<file path="src/rtl/rv32i_bus_arbiter_if.sv">
// Bus bundle between the two CPU ports, the arbiter and the memory decoder.
// Handshake: a requester raises *_req_i and holds it, with stable address and data, until its
// one-cycle *_ack_o pulse; *_err_o and the read data are valid only in that ack cycle.
interface rv32i_bus_arbiter_if #(
    parameter int XLEN     = 32,
    parameter int PORT_LEN = 32
);
    logic                ifetch_req_i;
    logic [XLEN-1:0]     ifetch_addr_i;
    logic                ifetch_ack_o;
    logic                ifetch_err_o;
    logic [PORT_LEN-1:0] ifetch_data_o;

    logic                data_req_i;
    logic                data_we_i;
    logic [XLEN-1:0]     data_addr_i;
    logic [PORT_LEN-1:0] data_wdata_i;
    logic                data_ack_o;
    logic                data_err_o;
    logic [PORT_LEN-1:0] data_rdata_o;

    logic [XLEN-1:0]     mem_addr_o;
    logic [PORT_LEN-1:0] mem_data_o;
    logic                mem_read_o;
    logic                mem_write_o;
    logic [PORT_LEN-1:0] mem_data_i;
    logic [3:0]          mem_region_i;

    logic                grant_o;
    logic                busy_o;

    modport slave (
        input  ifetch_req_i, ifetch_addr_i,
        output ifetch_ack_o, ifetch_err_o, ifetch_data_o,
        input  data_req_i, data_we_i, data_addr_i, data_wdata_i,
        output data_ack_o, data_err_o, data_rdata_o,
        output mem_addr_o, mem_data_o, mem_read_o, mem_write_o,
        input  mem_data_i, mem_region_i,
        output grant_o, busy_o
    );

    modport master (
        output ifetch_req_i, ifetch_addr_i,
        input  ifetch_ack_o, ifetch_err_o, ifetch_data_o,
        output data_req_i, data_we_i, data_addr_i, data_wdata_i,
        input  data_ack_o, data_err_o, data_rdata_o,
        input  mem_addr_o, mem_data_o, mem_read_o, mem_write_o,
        output mem_data_i, mem_region_i,
        input  grant_o, busy_o
    );
endinterface

</file>
<file path="src/rtl/rv32i_bus_arbiter.sv">
// Round-robin arbiter sharing one memory bus between the fetch and load/store ports,
// with a fixed number of extra access cycles for the slow ROM window.
module rv32i_bus_arbiter #(
    parameter int              XLEN      = 32,
    parameter int              PORT_LEN  = 32,
    parameter logic [XLEN-1:0] SLOW_B    = 32'h00020000,
    parameter logic [XLEN-1:0] SLOW_E    = 32'h00040000,
    parameter int unsigned     SLOW_WAIT = 2
) (
    input logic                 clk_i,
    input logic                 reset_ni,
    rv32i_bus_arbiter_if.slave  bus
);
    typedef enum logic [1:0] {IDLE, ACCESS, DONE} state_e;

    localparam logic [3:0] WAIT_LD = 4'(SLOW_WAIT);

    state_e              state_q;
    logic                grant_q;
    logic                last_grant_q;
    logic [XLEN-1:0]     addr_q;
    logic                we_q;
    logic [PORT_LEN-1:0] wdata_q;
    logic [3:0]          cnt_q;
    logic                err_q;
    logic                read_q;
    logic                write_q;
    logic                busy_q;
    logic                f_ack_q;
    logic                d_ack_q;
    logic [PORT_LEN-1:0] f_data_q;
    logic [PORT_LEN-1:0] d_data_q;

    logic                win_d;
    logic [XLEN-1:0]     addr_d;
    logic                we_d;
    logic [PORT_LEN-1:0] wdata_d;
    logic                slow_d;

    // Data wins when it is alone, or on a tie when fetch was served last.
    always_comb begin
        win_d   = bus.data_req_i & (~bus.ifetch_req_i | ~last_grant_q);
        addr_d  = win_d ? bus.data_addr_i : bus.ifetch_addr_i;
        we_d    = win_d & bus.data_we_i;
        wdata_d = win_d ? bus.data_wdata_i : '0;
        slow_d  = (addr_d >= SLOW_B) && (addr_d < SLOW_E);
    end

    always_ff @(posedge clk_i or negedge reset_ni) begin
        if (!reset_ni) begin
            state_q      <= IDLE;
            grant_q      <= 1'b0;
            last_grant_q <= 1'b1;
            addr_q       <= '0;
            we_q         <= 1'b0;
            wdata_q      <= '0;
            cnt_q        <= '0;
            err_q        <= 1'b0;
            read_q       <= 1'b0;
            write_q      <= 1'b0;
            busy_q       <= 1'b0;
            f_ack_q      <= 1'b0;
            d_ack_q      <= 1'b0;
            f_data_q     <= '0;
            d_data_q     <= '0;
        end else begin
            case (state_q)
                IDLE: begin
                    if (bus.ifetch_req_i || bus.data_req_i) begin
                        state_q      <= ACCESS;
                        grant_q      <= win_d;
                        last_grant_q <= win_d;
                        addr_q       <= addr_d;
                        we_q         <= we_d;
                        wdata_q      <= wdata_d;
                        cnt_q        <= slow_d ? WAIT_LD : 4'd0;
                        read_q       <= ~we_d;
                        write_q      <= we_d;
                        busy_q       <= 1'b1;
                    end
                end
                ACCESS: begin
                    if (cnt_q != 4'd0) begin
                        cnt_q <= cnt_q - 4'd1;
                    end else begin
                        state_q <= DONE;
                        read_q  <= 1'b0;
                        write_q <= 1'b0;
                        err_q   <= (bus.mem_region_i == 4'd0);
                        if (grant_q) begin
                            d_data_q <= we_q ? '0 : bus.mem_data_i;
                            d_ack_q  <= 1'b1;
                        end else begin
                            f_data_q <= bus.mem_data_i;
                            f_ack_q  <= 1'b1;
                        end
                    end
                end
                DONE: begin
                    state_q <= IDLE;
                    f_ack_q <= 1'b0;
                    d_ack_q <= 1'b0;
                    busy_q  <= 1'b0;
                end
                default: state_q <= IDLE;
            endcase
        end
    end

    assign bus.ifetch_ack_o  = f_ack_q;
    assign bus.ifetch_err_o  = f_ack_q & err_q;
    assign bus.ifetch_data_o = f_data_q;
    assign bus.data_ack_o    = d_ack_q;
    assign bus.data_err_o    = d_ack_q & err_q;
    assign bus.data_rdata_o  = d_data_q;
    assign bus.mem_addr_o    = addr_q;
    assign bus.mem_data_o    = wdata_q;
    assign bus.mem_read_o    = read_q;
    assign bus.mem_write_o   = write_q;
    assign bus.grant_o       = grant_q;
    assign bus.busy_o        = busy_q;
endmodule

</file>
<file path="src/flat_wrapper.sv">
// flat-port wrapper written by rule: the top's interface ports become plain ports
module rv32i_bus_arbiter_flat 
#(
    parameter int              XLEN      = 32,
    parameter int              PORT_LEN  = 32,
    parameter logic [XLEN-1:0] SLOW_B    = 32'h00020000,
    parameter logic [XLEN-1:0] SLOW_E    = 32'h00040000,
    parameter int unsigned     SLOW_WAIT = 2
)
  (clk_i, reset_ni, bus_ifetch_req_i, bus_ifetch_addr_i, bus_ifetch_ack_o, bus_ifetch_err_o, bus_ifetch_data_o, bus_data_req_i, bus_data_we_i, bus_data_addr_i, bus_data_wdata_i, bus_data_ack_o, bus_data_err_o, bus_data_rdata_o, bus_mem_addr_o, bus_mem_data_o, bus_mem_read_o, bus_mem_write_o, bus_mem_data_i, bus_mem_region_i, bus_grant_o, bus_busy_o);
  rv32i_bus_arbiter_if #(.XLEN(XLEN), .PORT_LEN(PORT_LEN)) bus_i ();
  input logic clk_i;
  input logic reset_ni;
  input wire logic [$bits(bus_i.ifetch_req_i)-1:0] bus_ifetch_req_i;
  input wire logic [$bits(bus_i.ifetch_addr_i)-1:0] bus_ifetch_addr_i;
  output wire logic [$bits(bus_i.ifetch_ack_o)-1:0] bus_ifetch_ack_o;
  output wire logic [$bits(bus_i.ifetch_err_o)-1:0] bus_ifetch_err_o;
  output wire logic [$bits(bus_i.ifetch_data_o)-1:0] bus_ifetch_data_o;
  input wire logic [$bits(bus_i.data_req_i)-1:0] bus_data_req_i;
  input wire logic [$bits(bus_i.data_we_i)-1:0] bus_data_we_i;
  input wire logic [$bits(bus_i.data_addr_i)-1:0] bus_data_addr_i;
  input wire logic [$bits(bus_i.data_wdata_i)-1:0] bus_data_wdata_i;
  output wire logic [$bits(bus_i.data_ack_o)-1:0] bus_data_ack_o;
  output wire logic [$bits(bus_i.data_err_o)-1:0] bus_data_err_o;
  output wire logic [$bits(bus_i.data_rdata_o)-1:0] bus_data_rdata_o;
  output wire logic [$bits(bus_i.mem_addr_o)-1:0] bus_mem_addr_o;
  output wire logic [$bits(bus_i.mem_data_o)-1:0] bus_mem_data_o;
  output wire logic [$bits(bus_i.mem_read_o)-1:0] bus_mem_read_o;
  output wire logic [$bits(bus_i.mem_write_o)-1:0] bus_mem_write_o;
  input wire logic [$bits(bus_i.mem_data_i)-1:0] bus_mem_data_i;
  input wire logic [$bits(bus_i.mem_region_i)-1:0] bus_mem_region_i;
  output wire logic [$bits(bus_i.grant_o)-1:0] bus_grant_o;
  output wire logic [$bits(bus_i.busy_o)-1:0] bus_busy_o;
  assign bus_i.ifetch_req_i = bus_ifetch_req_i;
  assign bus_i.ifetch_addr_i = bus_ifetch_addr_i;
  assign bus_ifetch_ack_o = bus_i.ifetch_ack_o;
  assign bus_ifetch_err_o = bus_i.ifetch_err_o;
  assign bus_ifetch_data_o = bus_i.ifetch_data_o;
  assign bus_i.data_req_i = bus_data_req_i;
  assign bus_i.data_we_i = bus_data_we_i;
  assign bus_i.data_addr_i = bus_data_addr_i;
  assign bus_i.data_wdata_i = bus_data_wdata_i;
  assign bus_data_ack_o = bus_i.data_ack_o;
  assign bus_data_err_o = bus_i.data_err_o;
  assign bus_data_rdata_o = bus_i.data_rdata_o;
  assign bus_mem_addr_o = bus_i.mem_addr_o;
  assign bus_mem_data_o = bus_i.mem_data_o;
  assign bus_mem_read_o = bus_i.mem_read_o;
  assign bus_mem_write_o = bus_i.mem_write_o;
  assign bus_i.mem_data_i = bus_mem_data_i;
  assign bus_i.mem_region_i = bus_mem_region_i;
  assign bus_grant_o = bus_i.grant_o;
  assign bus_busy_o = bus_i.busy_o;
  rv32i_bus_arbiter #(.XLEN(XLEN), .PORT_LEN(PORT_LEN), .SLOW_B(SLOW_B), .SLOW_E(SLOW_E), .SLOW_WAIT(SLOW_WAIT)) u_core (.clk_i(clk_i), .reset_ni(reset_ni), .bus(bus_i));
endmodule
</file>
<file path="config.mk">
export PLATFORM = sky130hd
export DESIGN_NAME = rv32i_bus_arbiter_flat
export DESIGN_NICKNAME = d
export VERILOG_FILES = /design/src/rtl/rv32i_bus_arbiter_if.sv /design/src/rtl/rv32i_bus_arbiter.sv /design/src/flat_wrapper.sv
export SDC_FILE = /design/constraint.sdc
export NUM_CORES = 1
export LEC_CHECK = 0
export CORE_ASPECT_RATIO = 1.75
export CORE_MARGIN = 2
export CORE_UTILIZATION = 26
export DETAILED_ROUTE_END_ITERATION = 7
export HOLD_SLACK_MARGIN = 0.03
export SLEW_MARGIN = 20
export SYNTH_ARGS = -nofsm -noshare
export SYNTH_HDL_FRONTEND = slang
export SYNTH_SLANG_ARGS = --single-unit
</file>
<file path="constraint.sdc">
create_clock -name clk_i -period 2.5 [get_ports clk_i]
set_input_delay 0.5 -clock clk_i [delete_from_list [all_inputs] [get_ports clk_i]]
set_output_delay 0.5 -clock clk_i [all_outputs]
set_load 0.01 [all_outputs]
</file>
After elaboration in Yosys (flattened, before gate mapping)
Cells that the tools add are included.
{ "classes": {"add_sub_neg": 1, "magnitude_cmp": 2, "eq_ne": 7, "n_mux": 23, "bitwise_logic": 10, "reduce_logical": 18} }
{ "op_table": {"columns": ["cell", "count"], "rows": [
  ["$mux 32", 3],
  ["$ge 32x18->1 const B", 1],
  ["$lt 32x19->1 const B", 1],
  ["$reduce_and 3->1", 6],
  ["$pmux 1 s2", 5],
  ["$mux 1", 8],
  ["$mux 4", 2],
  ["$pmux 4 s2", 1],
  ["$reduce_and 2->1", 4],
  ["$mux 2", 3],
  ["$ne 2x1->1 const B", 3],
  ["$reduce_bool 2->1", 3],
  ["$not 1->1", 5],
  ["$and 1x1->1", 4],
  ["$logic_not 4->1", 1],
  ["$ne 2x2->1 const B", 2],
  ["$pmux 2 s2", 1],
  ["$reduce_bool 4->1", 1],
  ["$sub 4x1->4 const B", 1],
  ["$eq 2x1->1 const B", 1],
  ["$eq 2x2->1 const B", 1],
  ["$logic_not 2->1", 1],
  ["$logic_and 1x1->1", 1],
  ["$logic_or 1x1->1", 1],
  ["$or 1x1->1", 1]
]} }
{ "totals": {"regBits": 143, "out_inout_bits": 136} }

Longest topological paths before layout
{ "depth": {"word_depth": 9, "depth_mapped": 7} }

Least setup slack after synthesis
No wires, ideal clock.
{ "synth_timing": {"kind": "flip-flop to flip-flop", "start": "register u_core.cnt_q[0]", "end": "register u_core.f_data_q[10] (netlist: u_core.bus.ifetch_data_o[10])", "t_arrival_ns": 1.752, "required_ns": 2.375, "setup_slack_ns": 0.622, "stages_incl_launch_ff": 8, "n_path_buf": 1, "period_less_slack_ns": 1.878, "path_cell_list": "dfrtp_1 > inv_1 > ha_1 > nor3b_4 > nand2_4 > nor2_8 > buf_8 > mux2_4"} }
{ "synth_between": {"elab_chain_len": 3} }
{ "synth_rtl": {"columns": ["element", "line", "rtl"], "rows": [
  ["start: declaration", "rv32i_bus_arbiter.sv:24", "logic [3:0] cnt_q;"],
  ["start signal: assignment", "rv32i_bus_arbiter.sv:76", "cnt_q <= slow_d ? WAIT_LD : 4'd0;"],
  ["start signal: assignment", "rv32i_bus_arbiter.sv:84", "cnt_q <= cnt_q - 4'd1;"],
  ["$reduce_bool 4->1", "rv32i_bus_arbiter.sv:83", "if (cnt_q != 4'd0) begin"],
  ["$not 1->1 (no source line)", null, null],
  ["$reduce_and 3->1 (no source line)", null, null],
  ["end signal: assignment", "rv32i_bus_arbiter.sv:94", "f_data_q <= bus.mem_data_i;"],
  ["end: declaration", "rv32i_bus_arbiter.sv:31", "logic [PORT_LEN-1:0] f_data_q;"]
]} }
No other way between the ends.
A chain may end at the register's enable or synchronous reset.

Worst setup path after layout
{ "layout_timing": {"start": "register u_core.grant_q (netlist: u_core.bus.grant_o)", "end": "output bus_grant_o"} }
{ "layout_lines": {"columns": ["element", "line", "rtl"], "rows": [
  ["start: declaration", "rv32i_bus_arbiter.sv:19", "logic grant_q;"],
  ["start signal: assignment", "rv32i_bus_arbiter.sv:71", "grant_q <= win_d;"],
  ["end: declaration", "flat_wrapper.sv:32", "output wire logic [$bits(bus_i.grant_o)-1:0] bus_grant_o;"]
]} }
No word-level cell between the ends.

==> metrics.md <==
| Metric | Value |
|---|---|
| Grt ovf | 0 |
| CTS tree | done |
| TNS Setup | 0 ns |
| Max-cap violation count | 0 |
| Critical R2R Launch | u_core.cnt_q[0]$_DFFE_PN0P_ |
| Slowest stage delay, CP | 0.62 ns |
| Post-Synthesis Cells | 521 |
| Antenna violations before repair | 0 |
| Synth warn | 0 |
| Clock tree buffer depth | 2 |
| DRC | 0 |
| Slew HR | 71.9% |
| Final WL | between 15000 and 20000 um |
| Status | finished, final reports clean |
| Via density | 4.39 |
| PwrDens | 1290 mW/mm2 |
| H-tree depth | 4 |
| Worst Tran Pin Value | around 0.42 ns |
| Tmin final | 2.10 ns |
| Die Area | 0.0252 mm2 |
| Setup crit start | u_core.bus.grant_o$_DFFE_PN0P_ |
| Slowest cell on crit path | clkdlybuf4s50_1 |
| Commonest non-fill, non-tap cell in the layout | clkdlybuf4s50_1 |
| Via count | between 4000 and 5000 |
| Worst Setup End Kind | output port |
| Register area | ~0.0036 mm2 |
| Initial drt markers | about 140 |
| Vias in the first global route | 5176 |
| Final hold vios | 0 |
| VDD IR max | roughly 630 uV |
| Synth unique cells | 39 |
| Crit path max-delay family | buffers and inverters |
| Leakage power | around 4.4 nW |
| Comb pwr share | 45.4% |
| Post-synth EDFFs | 0 |
| Yosys top cell by area | dfrtp_1 |
| Io pins | 273 |
| Startpoint Class | register |
| Seq pwr share | 32.0% |
| Post-Syn Nets | 664 |
| Input/output buffers | around 270 |
| Final period utilization | 84.1% |
| Clock Latency Late Sink | approximately 0.42 ns |
| Unrepaired setup endpoints after global routing | no |
| Post-route ant nets | 0 |
| Layout Skew | 0.00787 ns |
| #FFs+latches synth | roughly 140 |
| Initial Util | 26.5% |
| Int Power | around 8.8 mW |
| Peak Freq | 475 MHz |
| Critical path class | reg -> out |
| Clock Sinks | 143 |
| FFs w/ async S/R, synth | 100% |
| Fill count | 2214 |
| GRT Total Usage | 14.9% |
| Final setup viols | 0 |
| N_diodes | 0 |
| Switching portion of total power | between 30 and 40% |
| Post-synthesis sequential area ratio | between 50 and 60% |
| Max Used Layer | met4 |
| Post-synthesis area per instance | roughly 12 um2 |
| Multi-input combinational cell area | 0.00242 mm2 |
| Area share of the largest cell type after synthesis | 57.3% |
| Worst endpoint required time | 2.00 ns |
| DRT met1 WL | 7000 um |
| Row cnt | 74 |
| Main flop type after synthesis | dfrtp_1 |
| Core area | 0.0234 mm2 |
| Die Y | 208 um |
| Most frequent cells in the layout | 271 x clkdlybuf4s50_1, 142 x dfrtp_1, 73 x nand2_1, 73 x o21ai_0 |
| Metal3 WL | between 1000 and 1500 um |
| P_sw | 4.16 mW |
| Clock Power Share | 22.6% |
| First-pass GRT wire length | around 29000 um |
| Crit-path cells | clkdlybuf4s50_1 |
| P&R area growth vs syn | 61.8% |
| Fin. max-slew vios | 0 |
| Gpl congestion | around 0.76 |
| CP arrival | 1.60 ns |
| Setup slack, reg-to-reg | 0.44 ns |
| Root Buffer | clkbuf_16 |
| Synthesized cell area | 0.00620 mm2 |
| Max FO, Critical Path | 6 |
| Post-CTS setup buffers | 0 |
| Synth top area cells | dfrtp_1 57%, mux2_4 7.3%, o21ai_0 5.9% |
| Pin count of the biggest net entering global routing | 72 |
| Total CTS buffers | 17 |
| Cts repair resizes | 0 |
| Hold-fix buffers, CTS | 1 |
| Final nets | roughly 940 |
| CP bufs+invs | 1 |
| Min-delay worst type | in -> async |
| Layout cells sized above 1 | 11.0% |
| Initial DRT Pass Iterations | 4 |
| Reg clk slew, reported paths | 0.06 ns |
| Met2 WL | approximately 10000 um |
| Die width | 121 um |
| HPWL after DPL | approximately 14000 um |
| WL/cell | 16.6 um |
| Finished Core Util | 42.8% |
[per-layer routing]
metal	global-route usage, %	vias to the layer above
met5	0	-
met4	5.17	0
met3	4.69	21
met2	27.3	177
met1	16.0	2312
li1	-	2380
[path summary, 6_finish.rpt]
path,endpoint,depth (start not counted)
min in group clk_i,u_core.bus.data_rdata_o[20]$_DFFE_PN0P_,2
setup reg to reg,u_core.bus.ifetch_data_o[19]$_DFFE_PN0P_,7
setup / recovery,bus_grant_o,1
hold reg to reg,u_core.bus.data_rdata_o[20]$_DFFE_PN0P_,2
max in group asynchronous,u_core.bus.ifetch_data_o[26]$_DFFE_PN0P_,3
hold / removal,u_core.bus.mem_addr_o[11]$_DFFE_PN0P_,2
[registers in the layout (all words and copies together) (netlist names), 2 cells and up]
signal,count
u_core.bus.mem_data_o,32
u_core.bus.data_rdata_o,32
u_core.state_q,2
u_core.bus.mem_addr_o,32
u_core.bus.ifetch_data_o,32
u_core.cnt_q,4
[final cells by class]
type	instances	share of cell area (%)
sequential	143	35.7
multi-input combinational	337	24.1
clock inverter	10	2.07
clock buffer	22	4.72
tap	304	3.79
inverter	8	0.299
timing repair buffer	289	29.3
[per-stage QoR]
| step | power [mW] | hold WS (ns) | instance area, um2 | std cells | setup slack (ns) |
|---|---|---|---|---|---|
| after global placement | 10.1 | 0.351 | 9350 | 1080 | 0.306 |
| after floorplan | 6.91 | 0.204 | 6200 | 521 | 0.622 |
| after detailed placement | 10.2 | 0.352 | 9350 | 1080 | 0.291 |
| after CTS | 13.2 | 0.457 | 10000 | 1113 | 0.349 |
| final | 13.0 | 0.473 | 10000 | 1113 | 0.396 |
| after global routing | 13.8 | 0.469 | 10000 | 1113 | 0.291 |
[Yosys cell counts (2+ instances only)]
cell type	count
mux2i_1	35
a22o_1	35
nand2_1	74
buf_2	16
o221ai_1	2
nor2_1	3
nor4b_1	2
dfrtp_1	142
ha_1	6
buf_8	3
mux2_2	2
clkbuf_1	11
a21o_1	2
mux2_4	30
buf_4	3
o21ai_0	73
nor3_1	3
nor4_1	7
nand2b_1	33
inv_1	8
and2_1	3
or3b_2	2
a21oi_1	9
nand3_1	2
[power by group through the flow]
| stage | sequential, mW | combinational, mW | clock [mW] |
|---|---|---|---|
| finish | 4.15 | 5.90 | 2.93 |
| detailed placement | 4.18 | 6.01 | 0 |
| global placement | 4.18 | 5.93 | 0 |
| global route | 4.31 | 6.40 | 3.11 |
| floorplan | 4.62 | 2.28 | 0 |
| CTS | 4.17 | 6.02 | 3.02 |
[kinds of logic (layout without fill, tap and decap cells)]
group                      Yosys count  count (layout)  share of synthesized area [%]
AOI/OAI and AO/OA                  127             127                           12.9
adders and majority gates            6               6                           1.21
buffers and inverters               41             329                           3.53
DFF                                143             143                           57.7
muxes                               67              67                           13.3
and+or+nand+nor                    137             137                           11.4
No activity file was read; power rests on OpenSTA's default activity.
==> patch: new RTL, same flow settings <==
Re-encode `state_e` (3 states) as one-hot, 3 bits wide.
--- a/src/rtl/rv32i_bus_arbiter.sv
+++ b/src/rtl/rv32i_bus_arbiter.sv
@@ -12,5 +12,5 @@
     rv32i_bus_arbiter_if.slave  bus
 );
-    typedef enum logic [1:0] {IDLE, ACCESS, DONE} state_e;
+    typedef enum logic [2:0] {IDLE = 3'b001, ACCESS = 3'b010, DONE = 3'b100} state_e;
 
     localparam logic [3:0] WAIT_LD = 4'(SLOW_WAIT);
Behaviour: no difference found for any inputs over 4 cycles, from zero or initial values and one cycle with reset_ni low; so few cycles prove little.
==> patch against the unedited design <==
- routed wire length is 7.6% lower
- synthesized area decreased by 1.9%
- global-route usage decreased by 0.98 points
- combinational power shrank 0.8%
- first-iteration DRC count up 10%
- sequential share of layout area is 0.86 points higher
- design area is 1.6% lower
- via count down 6.4%
- sequential cell count increased by 1
- worst hold slack improved by 0.0043 ns
- final cell count down 5.8%
- sequential power is 2% higher
- setup slack got worse by 0.066 ns
- total power decreased by 1.2%
==> patch: results (changes against the unedited design) <==
Worst setup path
  • CP delay by family, top: simple AND/OR/NAND/NOR gates
  • Crit-path slowest cell: or3b_4
  • Type of the worst setup path: reg2reg
  • Flop2flop setup slack: 0.33 ns (-0.11 ns)
  • Crit path DAT: 2.46 ns (+0.86 ns)
  • Largest stage delay on the critical path: 0.40 ns (-0.22 ns)

Yosys
  • Mapped Nets: 597 (-10%)
  • Synth Area in XOR/XNOR: 0.288% (+0.29 points)
  • Post-synthesis cell type count: 40 (+2.6%)
  • Top cells by area, synth: dfrtp_1 (58%), mux2_4 (7.4%), mux2_2 (6.1%)
  • Average cell area after synthesis: 13.3 um2 (+12%)
  • Mux contribution to synthesized area: 19.1% (+5.9 points)

GRT
  • First-pass GRT wire length: 26700 um (-7.6%)
  • Vias in the first global route: 4856 (-6.2%)
  • Aggregate global-route resource usage: 14.0% (-0.98 points)
  • M1 GR Usage: 15.7% (-0.31 points)
  • Largest net degree at the start of global routing: 94 (+31%)

Pwr
  • Power Combinational: 5.85 mW (-0.8%)
  • Leakage power: 4.28 nW (-1.7%)

Final layout
  • Layout cells sized above 1: 15.9% (+4.9 points)
  • Final std cells w/o fill: 1048 (-5.8%)

Place
  • DP Area: 9230 um2 (-1.3%)
  • Dpl hpwl: 12700 um (-8.1%)
  • Pre-CTS WS: 0.340 ns (+0.0491 ns)

STA
  • Slew HR: 64.5% (-7.4 points)
  • Setup Skew: 0.0105 ns (+0.00263 ns)
  • Smallest hold slack: 0.477 ns (+0.00432 ns)
  • Fmax: 461 MHz (-3.0%)

Min path
  • Worst min path class: reg2reg

Status
  • Status: finished clean

Detailed routing
  • Wire per inst: 16.3 um (-1.8%)
  • Via count: 4575 (-6.4%)
## patch: cell types whose count changed in the layout (fill, tap and decap cells not counted), sizes merged, moves of 3 or more
| cell | delta |
|---|---|
| nor2b | +32 |
| nor4 | -3 |
| inv | -4 |
| buf | -5 |
| o21ai | -39 |
| nand2b | -32 |
| nand2 | -36 |
| ha | -4 |
| mux2 | +32 |
| a21oi | -5 |
## patch: final cells by class
class | count | area (um2) | share of cell area (%)
clock inverter | 9 | 154 | 1.56
multi-input combinational | 282 | 2330 | 23.6
timing repair buffer | 284 | 2900 | 29.4
inverter | 3 | 11.3 | 0.114
clock buffer | 22 | 484 | 4.90
tap | 304 | 380 | 3.85
sequential | 144 | 3610 | 36.5
## patch: metal layers
metal  vias to the layer above  routed length (um)
li1                       2174                   -
met1                      2195                6520
met2                       184                9200
met3                        22                 978
met4                         0                 372
met5                         -                   0
